### config.mk
export PLATFORM = sky130hd
export DESIGN_NAME = multi_cycle_control_flat
export DESIGN_NICKNAME = d
export VERILOG_FILES = /design/src/rtl/multi_cycle_control_if.sv /design/src/rtl/multi_cycle_control.sv /design/src/flat_wrapper.sv
export SDC_FILE = /design/constraint.sdc
export NUM_CORES = 1
export LEC_CHECK = 0
export CORE_MARGIN = 4
export CORE_UTILIZATION = 45
export CTS_BUF_LIST = sky130_fd_sc_hd__clkbuf_8 sky130_fd_sc_hd__clkbuf_16
export CTS_CLUSTER_DIAMETER = 60
export DETAILED_ROUTE_END_ITERATION = 10
export PLACE_DENSITY = 0.82
export SYNTH_ARGS = -nofsm -noshare
export SYNTH_HDL_FRONTEND = slang
export SYNTH_SLANG_ARGS = --single-unit
### constraint.sdc
create_clock -name clk -period 3.2 [get_ports clk]
set_input_delay 0.48 -clock clk [delete_from_list [all_inputs] [get_ports clk]]
set_output_delay 0.48 -clock clk [all_outputs]
set_load 0.01 [all_outputs]
### src/rtl/multi_cycle_control_if.sv
// Handshake and strobe bundle between the multi-cycle sequencer and the
// MIPS datapath / shared memory.
interface multi_cycle_control_if;
  logic       Start;
  logic [5:0] OpCode;
  logic       Mem_ready;
  logic       PC_w;
  logic       IR_w;
  logic       I_or_D;
  logic       Mem_r;
  logic       Mem_w;
  logic       Reg_w;
  logic       Reg_dst;
  logic       Mem_to_reg;
  logic       ALU_src_a;
  logic [1:0] ALU_src_b;
  logic [1:0] ALU_op;
  logic       Instr_done;
  logic       Illegal;

  // Sequencer side: consumes opcode/handshake, drives datapath strobes.
  modport master (
    input  Start, OpCode, Mem_ready,
    output PC_w, IR_w, I_or_D, Mem_r, Mem_w, Reg_w, Reg_dst, Mem_to_reg,
           ALU_src_a, ALU_src_b, ALU_op, Instr_done, Illegal
  );

  // Datapath side: supplies opcode/handshake, obeys strobes.
  modport slave (
    output Start, OpCode, Mem_ready,
    input  PC_w, IR_w, I_or_D, Mem_r, Mem_w, Reg_w, Reg_dst, Mem_to_reg,
           ALU_src_a, ALU_src_b, ALU_op, Instr_done, Illegal
  );
endinterface

### src/rtl/multi_cycle_control.sv
// Multi-cycle MIPS control sequencer: steps R-type, addiu, lw, sw and ori
// through FETCH/DECODE/EXEC/MEM/WB over a handshaked shared memory.
module multi_cycle_control (
  input  logic                        clk,
  input  logic                        rst_n,
  multi_cycle_control_if.master       bus
);

  localparam logic [5:0] OP_R     = 6'b000000;
  localparam logic [5:0] OP_ADDIU = 6'b001001;
  localparam logic [5:0] OP_LW    = 6'b100011;
  localparam logic [5:0] OP_SW    = 6'b101011;
  localparam logic [5:0] OP_ORI   = 6'b001101;

  typedef enum logic [2:0] {
    IDLE   = 3'd0,
    FETCH  = 3'd1,
    DECODE = 3'd2,
    EXEC   = 3'd3,
    MEM_RD = 3'd4,
    MEM_WR = 3'd5,
    WB_ALU = 3'd6,
    WB_MEM = 3'd7
  } state_t;

  state_t     state_q, state_d;
  logic [5:0] op_q, op_d;
  logic       illegal_q, illegal_d;

  logic       pc_w, ir_w, i_or_d, mem_r, mem_w, reg_w, reg_dst, mem_to_reg;
  logic       alu_src_a, instr_done;
  logic [1:0] alu_src_b, alu_op;

  // State, latched opcode and sticky illegal flag.
  always_ff @(posedge clk or negedge rst_n) begin
    if (!rst_n) begin
      state_q   <= IDLE;
      op_q      <= '0;
      illegal_q <= 1'b0;
    end else begin
      state_q   <= state_d;
      op_q      <= op_d;
      illegal_q <= illegal_d;
    end
  end

  // Next-state and strobe decode; strobes follow state/op_q, with
  // Mem_ready gating only the memory-completion strobes.
  always_comb begin
    state_d    = state_q;
    op_d       = op_q;
    illegal_d  = illegal_q;
    pc_w       = 1'b0;
    ir_w       = 1'b0;
    i_or_d     = 1'b0;
    mem_r      = 1'b0;
    mem_w      = 1'b0;
    reg_w      = 1'b0;
    reg_dst    = 1'b0;
    mem_to_reg = 1'b0;
    alu_src_a  = 1'b0;
    alu_src_b  = 2'b00;
    alu_op     = 2'b00;
    instr_done = 1'b0;
    case (state_q)
      IDLE: begin
        if (bus.Start) state_d = FETCH;
      end
      FETCH: begin
        mem_r     = 1'b1;
        alu_src_b = 2'b01;
        ir_w      = bus.Mem_ready;
        pc_w      = bus.Mem_ready;
        if (bus.Mem_ready) state_d = DECODE;
      end
      DECODE: begin
        op_d = bus.OpCode;
        case (bus.OpCode)
          OP_R, OP_ADDIU, OP_LW, OP_SW, OP_ORI: state_d = EXEC;
          default: begin
            illegal_d = 1'b1;
            state_d   = IDLE;
          end
        endcase
      end
      EXEC: begin
        alu_src_a = 1'b1;
        case (op_q)
          OP_R: begin
            alu_src_b = 2'b00;
            alu_op    = 2'b10;
            state_d   = WB_ALU;
          end
          OP_ADDIU: begin
            alu_src_b = 2'b10;
            state_d   = WB_ALU;
          end
          OP_LW: begin
            alu_src_b = 2'b10;
            state_d   = MEM_RD;
          end
          OP_SW: begin
            alu_src_b = 2'b10;
            state_d   = MEM_WR;
          end
          OP_ORI: begin
            alu_src_b = 2'b10;
            alu_op    = 2'b11;
            state_d   = WB_ALU;
          end
          default: state_d = IDLE;
        endcase
      end
      MEM_RD: begin
        mem_r  = 1'b1;
        i_or_d = 1'b1;
        if (bus.Mem_ready) state_d = WB_MEM;
      end
      MEM_WR: begin
        mem_w      = 1'b1;
        i_or_d     = 1'b1;
        instr_done = bus.Mem_ready;
        if (bus.Mem_ready) state_d = FETCH;
      end
      WB_ALU: begin
        reg_w      = 1'b1;
        reg_dst    = (op_q == OP_R);
        instr_done = 1'b1;
        state_d    = FETCH;
      end
      WB_MEM: begin
        reg_w      = 1'b1;
        mem_to_reg = 1'b1;
        instr_done = 1'b1;
        state_d    = FETCH;
      end
      default: state_d = IDLE;
    endcase
  end

  assign bus.PC_w       = pc_w;
  assign bus.IR_w       = ir_w;
  assign bus.I_or_D     = i_or_d;
  assign bus.Mem_r      = mem_r;
  assign bus.Mem_w      = mem_w;
  assign bus.Reg_w      = reg_w;
  assign bus.Reg_dst    = reg_dst;
  assign bus.Mem_to_reg = mem_to_reg;
  assign bus.ALU_src_a  = alu_src_a;
  assign bus.ALU_src_b  = alu_src_b;
  assign bus.ALU_op     = alu_op;
  assign bus.Instr_done = instr_done;
  assign bus.Illegal    = illegal_q;

endmodule

### src/flat_wrapper.sv
// flat-port wrapper written by rule: the top's interface ports become plain ports
module multi_cycle_control_flat 
  (clk, rst_n, bus_Start, bus_OpCode, bus_Mem_ready, bus_PC_w, bus_IR_w, bus_I_or_D, bus_Mem_r, bus_Mem_w, bus_Reg_w, bus_Reg_dst, bus_Mem_to_reg, bus_ALU_src_a, bus_ALU_src_b, bus_ALU_op, bus_Instr_done, bus_Illegal);
  multi_cycle_control_if bus_i ();
  input  logic clk;
  input  logic rst_n;
  input wire logic [$bits(bus_i.Start)-1:0] bus_Start;
  input wire logic [$bits(bus_i.OpCode)-1:0] bus_OpCode;
  input wire logic [$bits(bus_i.Mem_ready)-1:0] bus_Mem_ready;
  output wire logic [$bits(bus_i.PC_w)-1:0] bus_PC_w;
  output wire logic [$bits(bus_i.IR_w)-1:0] bus_IR_w;
  output wire logic [$bits(bus_i.I_or_D)-1:0] bus_I_or_D;
  output wire logic [$bits(bus_i.Mem_r)-1:0] bus_Mem_r;
  output wire logic [$bits(bus_i.Mem_w)-1:0] bus_Mem_w;
  output wire logic [$bits(bus_i.Reg_w)-1:0] bus_Reg_w;
  output wire logic [$bits(bus_i.Reg_dst)-1:0] bus_Reg_dst;
  output wire logic [$bits(bus_i.Mem_to_reg)-1:0] bus_Mem_to_reg;
  output wire logic [$bits(bus_i.ALU_src_a)-1:0] bus_ALU_src_a;
  output wire logic [$bits(bus_i.ALU_src_b)-1:0] bus_ALU_src_b;
  output wire logic [$bits(bus_i.ALU_op)-1:0] bus_ALU_op;
  output wire logic [$bits(bus_i.Instr_done)-1:0] bus_Instr_done;
  output wire logic [$bits(bus_i.Illegal)-1:0] bus_Illegal;
  assign bus_i.Start = bus_Start;
  assign bus_i.OpCode = bus_OpCode;
  assign bus_i.Mem_ready = bus_Mem_ready;
  assign bus_PC_w = bus_i.PC_w;
  assign bus_IR_w = bus_i.IR_w;
  assign bus_I_or_D = bus_i.I_or_D;
  assign bus_Mem_r = bus_i.Mem_r;
  assign bus_Mem_w = bus_i.Mem_w;
  assign bus_Reg_w = bus_i.Reg_w;
  assign bus_Reg_dst = bus_i.Reg_dst;
  assign bus_Mem_to_reg = bus_i.Mem_to_reg;
  assign bus_ALU_src_a = bus_i.ALU_src_a;
  assign bus_ALU_src_b = bus_i.ALU_src_b;
  assign bus_ALU_op = bus_i.ALU_op;
  assign bus_Instr_done = bus_i.Instr_done;
  assign bus_Illegal = bus_i.Illegal;
  multi_cycle_control u_core (.clk(clk), .rst_n(rst_n), .bus(bus_i));
endmodule
# Word-level counts from Yosys, hierarchy flattened
# Index checks and enable logic that the tools add are counted.
# totals
wordCells,54
regBits,10
# op_classes
n_reduce_logical,11
bitwise_logic,1
n_eq_ne,19
muxes,20
# ops
op,count
$eq 6x4->1 const B,4
$eq 6x6->1 const B,4
$pmux 3 s7,1
$eq 3x3->1 const B,4
$logic_not 6->1,2
$mux 3,4
$pmux 3 s3,1
$mux 1,8
$ne 2x2->1 const B,4
$pmux 2 s2,2
$eq 3x2->1 const B,2
$mux 2,3
$reduce_or 2->1,3
$reduce_or 5->1,1
$reduce_and 4->1,1
$reduce_or 4->1,1
$eq 3x1->1 const B,1
$logic_not 3->1,1
$reduce_or 3->1,1
$pmux 1 s2,1
$reduce_and 2->1,1
$not 1->1,1

# Logic depth before layout (Yosys ltp)
# Gate-level depths: netlist (run 1).
# depth
ltp_word,4
ltp_mapped,6
ltp_nobuf,4

# Worst setup path after synthesis (run 1)
# No wires, ideal clock.
# synth_path
kind,register to output
startpoint,register u_core.state_q[0]
endpoint,output bus_PC_w
stages_incl_launch_ff,6
path_buffers,2
required_time_ps,2720
t_arrival_ps,1226
setup_slack_ps,1494
cell_sequence,dfrtp_1 -> buf_4 -> inv_1 -> nor3_1 -> and2_1 -> buf_4
# synth_via
elab_chain_len,2
# synth_rtl
item,line,source
start: declaration,multi_cycle_control.sv:26,"state_t state_q, state_d;"
start signal: assignment,multi_cycle_control.sv:41,state_q <= state_d;
$eq 3x1->1,n/a,
$mux 1,n/a,
end: declaration,flat_wrapper.sv:10,output wire logic [$bits(bus_i.PC_w)-1:0] bus_PC_w;
# No other way between the ends.

# Worst setup path after layout (run 1)
# layout_path
startpoint,register u_core.op_q[0]
endpoint,output bus_Reg_dst
# layout_via
elab_chain_len,2
# layout_rtl
item,line,source
start: declaration,multi_cycle_control.sv:27,"logic [5:0] op_q, op_d;"
start signal: assignment,multi_cycle_control.sv:42,op_q <= op_d;
$logic_not 6->1,multi_cycle_control.sv:127,reg_dst = (op_q == OP_R);
$mux 1,multi_cycle_control.sv:65,case (state_q)
end: declaration,flat_wrapper.sv:16,output wire logic [$bits(bus_i.Reg_dst)-1:0] bus_Reg_dst;
# No other way between the ends.

==> impl_metrics.csv, run 1 <==
group,metric,value,unit
detailed_routing,viasPerCell,5.630,
worst_setup_path,rr_startpoint,"u_core.state_q[0]",
global_route,antenna_found_initial,0,
yosys,synth_mux_area_share,9.125,%
clock_network,ctsResizeCount,0,
placement,dp_hpwl,1.276,mm
clock_network,cts_tree,"built",
detailed_routing,initialDrtViolationCount,14,
detailed_routing,first_pass_iters,4,
global_route,grt_pass1_vias,584,
worst_setup_path,crit_fanout,5,
final_layout,areaGrowthSynthToFinish,40.30,%
yosys,synth_top_family_by_area,"simple AND/OR/NAND/NOR gates",
global_route,grt_max_degree,11,
worst_setup_path,start_kind,"flop",
global_route,grt-ovfl-total,0,
clock_network,cts_buffer_depth,2,
clock_network,cts_buffers,3,
timing,min_period,2468,ps
final_layout,drive_above_1_share,8.602,%
yosys,synth-simple-area-share,28.71,%
job,drv_cap,0,
yosys,async_flop_share,100.0,%
yosys,synthAdderAreaFrac,0,%
hold_path,hp-start,"u_core.bus.Illegal",
timing,fin_crit_sh,77.14,%
yosys,ys_warn_count,0,
yosys,ys.flop_type,"dfrtp_1",
yosys,synth.avg_cell_area,9.269,sq um
run_status,status,"completed",
final_layout,antenna_cells,0,
detailed_routing,ant_nets,0,
global_route,grt_first_pass_wirelength,2.663,mm
detailed_routing,drc_errors,0,
timing,rsz0062_at_grt,"no",
worst_setup_path,path_class,"reg -> out",
timing,worstMarginPinSlew,459.4,ps
timing,fin_skew,0.5371,ps
yosys,synth-seq-cells,10,
worst_setup_path,cp-startpoint,"u_core.op_q[0]",
yosys,synth-edff-count,0,
hold_path,min_path_type,"reg -> reg",
floorplanning,initial_core_util,49.34,%
clock_network,cts_root_buf,"clkbuf_8",
worst_setup_path,crit_path_end_kind,"output pin",
floorplanning,coreArea,1334,sq um
worst_setup_path,required,2720,ps
final_layout,multiInputGateArea,357.8,sq um
timing,relSlewSlack,69.28,%
placement,post-place-ws,897.0,ps
timing,finalSetupViolations,0,
final_layout,fillers,112,
timing,fin_ws,731.6,ps
clock_network,clk_pin_slew,50,ps
yosys,synthesis.instances,71,
floorplanning,die_h,46.24,um
timing,clock.fmax,405.1,MHz
worst_setup_path,r2r_slack,1660,ps
clock_network,h-tree-depth,1,
clock_network,post_cts.repair.setup_buffers,0,
power_and_ir_drop,powerDensity,779.3,nW/um^2
worst_setup_path,reg2regPathDepth,3,
final_layout,fin_util,69.23,%
placement,gp_congestion,0.7877,
yosys,yosys.area_share.xor_xnor,1.331,%
global_route,grt_usage,17.65,%
clock_network,clock-sinks,10,
hold_path,min_to,"u_core.bus.Illegal",
final_layout,fin_nets,105,
yosys,syn_area,658.1,sq um
timing,hold_violations,0,
yosys,ys_types,29,
power_and_ir_drop,max-vdd-ir-drop,0.3983,mV
clock_network,clk_latency,240,ps
power_and_ir_drop,leakage,0.3765,nW
worst_setup_path,worstPathArrival,1990,ps
final_layout,register_area,250.2,sq um
hold_path,hold_depth,1,
yosys,yosysSeqAreaShare,38.02,%
worst_setup_path,reg2reg_to,"u_core.op_q[4]",
floorplanning,rows,13,
timing,drv_slew,0,
timing,tns,0,ps
clock_network,ctsHoldBuffers,0,
detailed_routing,wl_per_cell,14.86,um
detailed_routing,drt-total-wl,1.605,mm
yosys,synth_nets,81,
floorplanning,die_area,2138,sq um
placement,numPortBuffers,24,
floorplanning,io_pins,25,
detailed_routing,vias,608,
yosys,synth-compound-area-share,15.21,%
floorplanning,die_x,46.24,um
[per-layer routing]
metal  vias up  part of all wire, %  global-route usage, %
met5         -                    0                      0
met4         0                  1.1                  7.386
met3         3                  6.4                  6.250
met2        21                   53                  27.47
met1       278                   40                  21.85
li1        306                    -                      -
[logic make-up after synthesis]
logic type / after synthesis
AND/OR/NAND/NOR: 32
AO/OA/AOI/OAI: 15
flip-flops: 10
multiplexers: 4
XOR/XNOR: 1
buffers and inverters: 9
[worst max-delay path by stage]
stage / to / slack (ps) / cells past startpoint
after floorplan: bus_PC_w / 1490 / 5
after global placement: bus_Instr_done / 920 / 4
after detailed placement: bus_Instr_done / 900 / 4
after CTS: bus_Reg_dst / 720 / 4
after global routing: bus_Reg_dst / 670 / 4
final: bus_Reg_dst / 730 / 4
[state kept, by name, summed over array words and instances (netlist names)]
register            cells
u_core.op_q             6
u_core.state_q          3
u_core.bus.Illegal      1
[layout by cell type, fill, tap and decap left out]
| cell type | instances |
|---|---|
| clkdlybuf4s50_1 | 24 |
| dfrtp_1 | 10 |
| nand2_1 | 6 |
| nor2_1 | 5 |
| inv_1 | 4 |
| and2_1 | 4 |
| a21oi_1 | 4 |
| mux2_4 | 4 |
| nor3_1 | 3 |
| o21ai_0 | 3 |
| clkbuf_8 | 3 |
| and3b_1 | 2 |
| nor3b_1 | 2 |
| and3_1 | 2 |
| nor2b_1 | 2 |
| nor4_1 | 2 |
| nand3_1 | 1 |
| a31oi_1 | 1 |
| and4bb_1 | 1 |
| xnor2_1 | 1 |
| or3_4 | 1 |
| o21ai_1 | 1 |
| a221o_1 | 1 |
| a211o_1 | 1 |
| o21bai_1 | 1 |
| a211oi_1 | 1 |
| nand4b_1 | 1 |
| a221oi_1 | 1 |
| o41a_1 | 1 |
[through the flow]
step	hold slack (ps)	area [sq um]	std cells	total power, mW
floorplan	184.4	658.1	71	0.4818
global placement	464.4	882.1	105	0.5746
detailed placement	468.7	882.1	105	0.5869
CTS	480.0	923.4	108	0.7224
global route	513.5	923.4	108	0.7732
finish	473.3	923.4	108	0.7196
[power by group]
| part | internal (mW) | switching [mW] | leakage (nW) |
|---|---|---|---|
| Sequential | 0.181 | 0.0869 | 0.120 |
| Combinational | 0.190 | 0.130 | 0.235 |
| Clock | 0.0824 | 0.0495 | 0.0216 |
| Total | 0.453 | 0.267 | 0.376 |
[layout make-up]
| cell class | count | share of cell area (%) |
|---|---|---|
| Inverter | 4 | 1.626 |
| Sequential cell | 10 | 27.10 |
| Clock buffer | 3 | 4.472 |
| Multi-Input combinational cell | 52 | 38.75 |
| Tap cell | 15 | 2.033 |
| Timing Repair Buffer | 24 | 26.02 |
[worst max-delay path, stage by stage (launching register included)]
cell             delay, ps
dfrtp_1                420
or3_4                  420
nor4_1                 190
and3_1                 190
clkdlybuf4s50_1        530
[cell usage after synthesis (all sizes together), types with 2 or more instances]
cell	n	share of area [%]
and3b	2	2.7
inv	4	2.3
nor2b	2	1.9
nor2	5	2.9
nand2	6	3.4
nor4	2	1.9
and2	4	3.8
dfrtp	10	38
mux2	4	9.1
o21ai	4	3.0
a21oi	4	3.0
and3	2	1.9
nor3	3	2.3
nor3b	2	2.3
buf	5	5.3
Note: power is estimated with default switching activity, not from simulation.
==> inputs of run 2 (changes only) <==
--- a/config.mk
+++ b/config.mk
@@ -6,11 +6,11 @@
 export NUM_CORES = 1
 export LEC_CHECK = 0
 export CORE_MARGIN = 4
-export CORE_UTILIZATION = 45
+export CORE_UTILIZATION = 42
 export CTS_BUF_LIST = sky130_fd_sc_hd__clkbuf_8 sky130_fd_sc_hd__clkbuf_16
 export CTS_CLUSTER_DIAMETER = 60
 export DETAILED_ROUTE_END_ITERATION = 10
-export PLACE_DENSITY = 0.82
+export PLACE_DENSITY = 0.77
 export SYNTH_ARGS = -nofsm -noshare
 export SYNTH_HDL_FRONTEND = slang
 export SYNTH_SLANG_ARGS = --single-unit
==> constraint.sdc (replaced) <==
create_clock -name clk -period 2.55 [get_ports clk]
set_input_delay 0.3825 -clock clk [delete_from_list [all_inputs] [get_ports clk]]
set_output_delay 0.3825 -clock clk [all_outputs]
set_load 0.01 [all_outputs]
==> run 2 against run 1 <==
  * Worst hold slack improved by 2.1 ps
  * Total power increased by 25%
  * Clock skew increased by 3.0 ps
  * Final cell count increased by 0.93%
  * Sequential power increased by 26%
  * Clock power increased by 22%
  * Combinational power increased by 25%
==> impl_metrics.csv, run 2 (synthesis results as in run 1) <==
group,metric,value,unit
detailed_routing,drc_errors,0,
final_layout,final_common_cell,"clkdlybuf4s50_1",
power_and_ir_drop,swShare,36.90,%
timing,finalSetupViolations,0,
timing,drv_slew,0,
power_and_ir_drop,powerDensity,973.5,nW/um^2
worst_setup_path,required,2170,ps
clock_network,cts_buffer_depth,2,
hold_path,min_path_type,"in -> async",
final_layout,areaGrowthSynthToFinish,40.49,%
placement,dp_hpwl,1.129,mm
timing,rsz0062_at_grt,"no",
worst_setup_path,path_class,"reg -> out",
clock_network,ctsHoldBuffers,0,
floorplanning,die_area,2264,sq um
floorplanning,die_x,47.59,um
detailed_routing,drt-total-wl,1.546,mm
global_route,grt_max_degree,11,
timing,min_period,2368,ps
power_and_ir_drop,max-vdd-ir-drop,0.6216,mV
power_and_ir_drop,p_total,0.9001,mW
timing,fin_skew,3.580,ps
clock_network,h-tree-depth,1,
clock_network,clk_latency,230,ps
detailed_routing,wl_per_cell,14.18,um
power_and_ir_drop,leakage,0.3765,nW
final_layout,top_register,"u_core.op_q",
floorplanning,die_h,47.59,um
final_layout,mostFrequentLayoutCells,"clkdlybuf4s50_1 (24), dfrtp_1 (10), nand2_1 (6)",
final_layout,antenna_cells,0,
clock_network,clk_pin_slew,50,ps
clock_network,post_cts.repair.setup_buffers,0,
floorplanning,coreArea,1489,sq um
power_and_ir_drop,p_int,0.5680,mW
global_route,grt_pass1_vias,541,
timing,clock.fmax,422.4,MHz
power_and_ir_drop,comb_power_share,44.6,%
global_route,antenna_found_initial,0,
power_and_ir_drop,seq_power_share,37.5,%
clock_network,cts_buffers,3,
floorplanning,rows,14,
final_layout,stdcell_count,109,
detailed_routing,vias,606,
worst_setup_path,worstPathArrival,1990,ps
worst_setup_path,crit_fanout,5,
detailed_routing,viasPerCell,5.560,
clock_network,ctsResizeCount,0,
final_layout,fin_nets,105,
floorplanning,initial_core_util,44.20,%
final_layout,drive_above_1_share,8.602,%
detailed_routing,first_pass_iters,4,
power_and_ir_drop,p_clk_share,17.9,%
timing,worstMarginPinSlew,472.8,ps
job,drv_cap,0,
placement,post-place-cells,106,
timing,fin_ws,182.3,ps
floorplanning,io_pins,25,
detailed_routing,ant_nets,0,
worst_setup_path,crit_path_end_kind,"output pin",
global_route,grt_first_pass_wirelength,2.477,mm
power_and_ir_drop,p_sw,0.3321,mW
global_route,grt_usage,16.09,%
clock_network,clock-sinks,10,
final_layout,largest_reg_flops,6,
timing,hold_violations,0,
worst_setup_path,start_kind,"flop",
timing,fin_crit_sh,92.85,%
timing,tns,0,ps
timing,whs,475.4,ps
clock_network,cts_root_buf,"clkbuf_8",
run_status,status,"completed",
detailed_routing,initialDrtViolationCount,18,
global_route,grt-ovfl-total,0,
placement,numPortBuffers,24,
clock_network,cts_tree,"built",
placement,post-place-ws,436.6,ps
placement,gp_congestion,0.8091,
timing,relSlewSlack,68.38,%
## run 2: area by class of cell
type / instances / area [sq um]
fill: 111 / 564.3
multi-input combinational: 52 / 357.8
sequential: 10 / 250.2
timing repair buffer: 24 / 240.2
clock buffer: 3 / 41.29
tap: 16 / 20.02
inverter: 4 / 15.01
## run 2: power groups by stage
stage,logic (mW),registers [mW],clock network [mW]
3_3_place_gp,0.392,0.334,0
2_1_floorplan,0.327,0.277,0
6_report,0.401,0.337,0.161
5_1_grt,0.439,0.352,0.169
4_1_cts,0.402,0.333,0.160
3_5_place_dp,0.397,0.335,0
## run 2: path summary, 6_finish.rpt
kind / depth (start not counted) / slack, ps / from / end
max: 4 / 180 / u_core.op_q[0] / bus_Reg_dst
min: 1 / 480 / rst_n / u_core.op_q[5]
max reg2reg: 3 / 980 / u_core.state_q[0] / u_core.op_q[0]
min reg2reg: 1 / 480 / u_core.bus.Illegal / u_core.bus.Illegal
max in group asynchronous: 1 / 1750 / rst_n / u_core.op_q[1]
min in group clk: 1 / 480 / u_core.bus.Illegal / u_core.bus.Illegal
## run 2: worst max-delay path, cell delays in order (launching register included)
cell and delay (ps):
dfrtp_1 420, or3_4 420, nor4_1 200, and3_1 190, clkdlybuf4s50_1 530
## run 2: stage by stage
| stage | util [%] | area (sq um) |
|---|---|---|
| floorplan | - | 658.1 |
| detailed placement | 59.33 | 883.3 |
| finish | 62.10 | 924.6 |
| CTS | 62.10 | 924.6 |
| global route | 62.10 | 924.6 |
| global placement | 59.33 | 883.3 |
## run 2: metal layers
metal  share of wire [%]  global-route usage [%]  up-vias
li1                    -                       -      305
met1                  46                   21.48      274
met2                  46                   23.53       22
met3                 6.3                   5.639        5
met4                 1.4                   6.989        0
met5                   0                       0        -
==> inputs of run 3 (changes only) <==
--- a/config.mk
+++ b/config.mk
@@ -5,12 +5,13 @@
 export SDC_FILE = /design/constraint.sdc
 export NUM_CORES = 1
 export LEC_CHECK = 0
+export CORE_ASPECT_RATIO = 0.8
 export CORE_MARGIN = 4
-export CORE_UTILIZATION = 42
+export CORE_UTILIZATION = 40
 export CTS_BUF_LIST = sky130_fd_sc_hd__clkbuf_8 sky130_fd_sc_hd__clkbuf_16
 export CTS_CLUSTER_DIAMETER = 60
 export DETAILED_ROUTE_END_ITERATION = 10
-export PLACE_DENSITY = 0.77
+export PLACE_DENSITY = 0.74
 export SYNTH_ARGS = -nofsm -noshare
 export SYNTH_HDL_FRONTEND = slang
 export SYNTH_SLANG_ARGS = --single-unit
==> run 3 against run 2 <==
  * Clock-buffer cell count up 1
  * Non-clock buffer count unchanged
  * Combinational power about the same
  * Sequential power about the same
  * Worst hold slack better by 7.3 ps
  * Total power up 4.4%
  * Sequential share of layout area down 0.57 points
  * Global-route usage down 0.27 points
  * Wire length up 7.8%
  * Register-to-register slack better by 20 ps
  * Utilization up 2.1 points
  * Largest cell class unchanged
  * Largest power group unchanged
==> impl_metrics.csv, run 3 (synthesis results as in run 1) <==
group,metric,value,unit
worst_setup_path,crit_end,"bus_Reg_dst",
worst_setup_path,path_depth,4,
timing,fin_skew,2.022,ps
detailed_routing,vias,624,
global_route,grt_max_degree,11,
worst_setup_path,crit_fanout,5,
timing,whs,482.7,ps
global_route,grt_pass1_vias,579,
clock_network,ctsResizeCount,0,
timing,tns,0,ps
power_and_ir_drop,p_clk_share,21.2,%
floorplanning,die_area,2362,sq um
power_and_ir_drop,comb_power_share,42.7,%
power_and_ir_drop,p_int,0.6010,mW
placement,numPortBuffers,24,
detailed_routing,route.met2.wl,798,um
worst_setup_path,critPathTopFamily,"simple AND/OR/NAND/NOR gates",
final_layout,drive_above_1_share,9.574,%
hold_path,min_path_type,"reg -> reg",
run_status,status,"completed",
worst_setup_path,start_kind,"flop",
final_layout,stdcell_count,115,
detailed_routing,ant_nets,0,
detailed_routing,top_layer,"met4",
clock_network,cts_buffers,3,
worst_setup_path,path_class,"reg -> out",
clock_network,clk_latency,240,ps
final_layout,largest_reg_flops,6,
clock_network,ctsHoldBuffers,0,
final_layout,antenna_cells,0,
detailed_routing,first_pass_iters,4,
detailed_routing,initialDrtViolationCount,15,
global_route,grt-ovfl-total,0,
detailed_routing,drt-total-wl,1.667,mm
power_and_ir_drop,p_sw,0.3392,mW
power_and_ir_drop,seq_power_share,36.0,%
worst_setup_path,cp.buffers_inverters,1,
worst_setup_path,cp-startpoint,"u_core.op_q[0]",
final_layout,areaGrowthSynthToFinish,43.54,%
timing,fin_crit_sh,91.57,%
floorplanning,initial_core_util,44.73,%
timing,finalSetupViolations,0,
job,drv_cap,0,
final_layout,top_register,"u_core.op_q",
worst_setup_path,rr_startpoint,"u_core.state_q[0]",
final_layout,mostFrequentLayoutCells,"clkdlybuf4s50_1 (24), dfrtp_1 (10), nand2_1 (6)",
worst_setup_path,reg2regPathDepth,3,
worst_setup_path,reg2reg_to,"u_core.op_q[4]",
floorplanning,rows,12,
placement,post-place-cells,111,
power_and_ir_drop,swShare,36.08,%
floorplanning,coreArea,1471,sq um
clock_network,cts_buffer_depth,2,
worst_setup_path,worstPathArrival,1950,ps
global_route,antenna_found_initial,0,
worst_setup_path,max_stage_delay,530,ps
power_and_ir_drop,powerDensity,995.2,nW/um^2
detailed_routing,wl_per_cell,14.50,um
timing,rsz0062_at_grt,"no",
timing,worstMarginPinSlew,508.1,ps
worst_setup_path,r2r_slack,1000,ps
final_layout,fillers,145,
timing,relSlewSlack,66.02,%
clock_network,cts_root_buf,"clkbuf_8",
final_layout,final_common_cell,"clkdlybuf4s50_1",
worst_setup_path,crit_path_end_kind,"output pin",
clock_network,h-tree-depth,1,
timing,min_period,2335,ps
placement,dp_hpwl,1.215,mm
global_route,grt_usage,15.82,%
final_layout,register_area,250.2,sq um
clock_network,post_cts.repair.setup_buffers,0,
clock_network,cts_tree,"built",
global_route,grt_first_pass_wirelength,2.711,mm
timing,hold_violations,0,
worst_setup_path,required,2170,ps
final_layout,fin_nets,105,
worst_setup_path,path_cells,"or3_4 -> nor4_1 -> and3_1 -> clkdlybuf4s50_1",
clock_network,clk_pin_slew,50,ps
worst_setup_path,slowest_stage,"clkdlybuf4s50_1",
placement,post-place-ws,438.4,ps
floorplanning,io_pins,25,
timing,fin_ws,215.0,ps
detailed_routing,drc_errors,0,
placement,gp_congestion,0.7554,
final_layout,fin_util,64.20,%
power_and_ir_drop,max-vdd-ir-drop,0.5442,mV
floorplanning,die_x,53.35,um
timing,clock.fmax,428.3,MHz
power_and_ir_drop,leakage,0.3837,nW
clock_network,clock-sinks,10,
detailed_routing,wl_met3,115,um
timing,drv_slew,0,
floorplanning,die_h,44.28,um
detailed_routing,viasPerCell,5.426,
final_layout,multiInputGateArea,357.8,sq um
detailed_routing,met1_length,748,um
run 3: area by class of cell:
cell class / instances / area share (%)
flip-flops and latches: 10 / 26.49
clock buffers: 4 / 5.828
well taps: 21 / 2.781
inverters: 4 / 1.589
multi-input cells: 52 / 37.88
repair buffers: 24 / 25.43
run 3: how the worst min path moves through the flow:
stage	start	to	slack (ps)	depth (start not counted)
finish	u_core.bus.Illegal	u_core.bus.Illegal	480	1
global route	rst_n	u_core.state_q[1]	510	1
CTS	u_core.bus.Illegal	u_core.bus.Illegal	480	1
detailed placement	u_core.bus.Illegal	u_core.bus.Illegal	470	1
global placement	u_core.bus.Illegal	u_core.bus.Illegal	460	1
floorplan	rst_n	u_core.bus.Illegal	90	0
run 3: metal layers:
layer  GRT usage (%)  vias to the layer above
met5               0                        -
met4           3.061                        0
met3           6.397                        2
met2           25.18                       27
met1           20.21                      295
li1                -                      300
run 3: worst register-to-register path, delay by kind of cell (launching register included):
kind             cells  cell delay (ps)
multiplexers         1              340
flip-flops           1              490
AND/OR/NAND/NOR      2              610
run 3: per-stage QoR:
stage	instance area (sq um)	power, mW
floorplan	658.1	0.6046
global placement	889.6	0.7280
detailed placement	889.6	0.7348
CTS	944.7	0.9495
global route	944.7	1.010
finish	944.7	0.9402
run 3: power groups by stage:
stage	Combinational, mW	Sequential (mW)	Clock (mW)
after floorplan	0.327	0.277	0
after global placement	0.397	0.331	0
after detailed placement	0.400	0.335	0
after CTS	0.407	0.337	0.206
after global routing	0.439	0.355	0.217
final	0.402	0.339	0.200
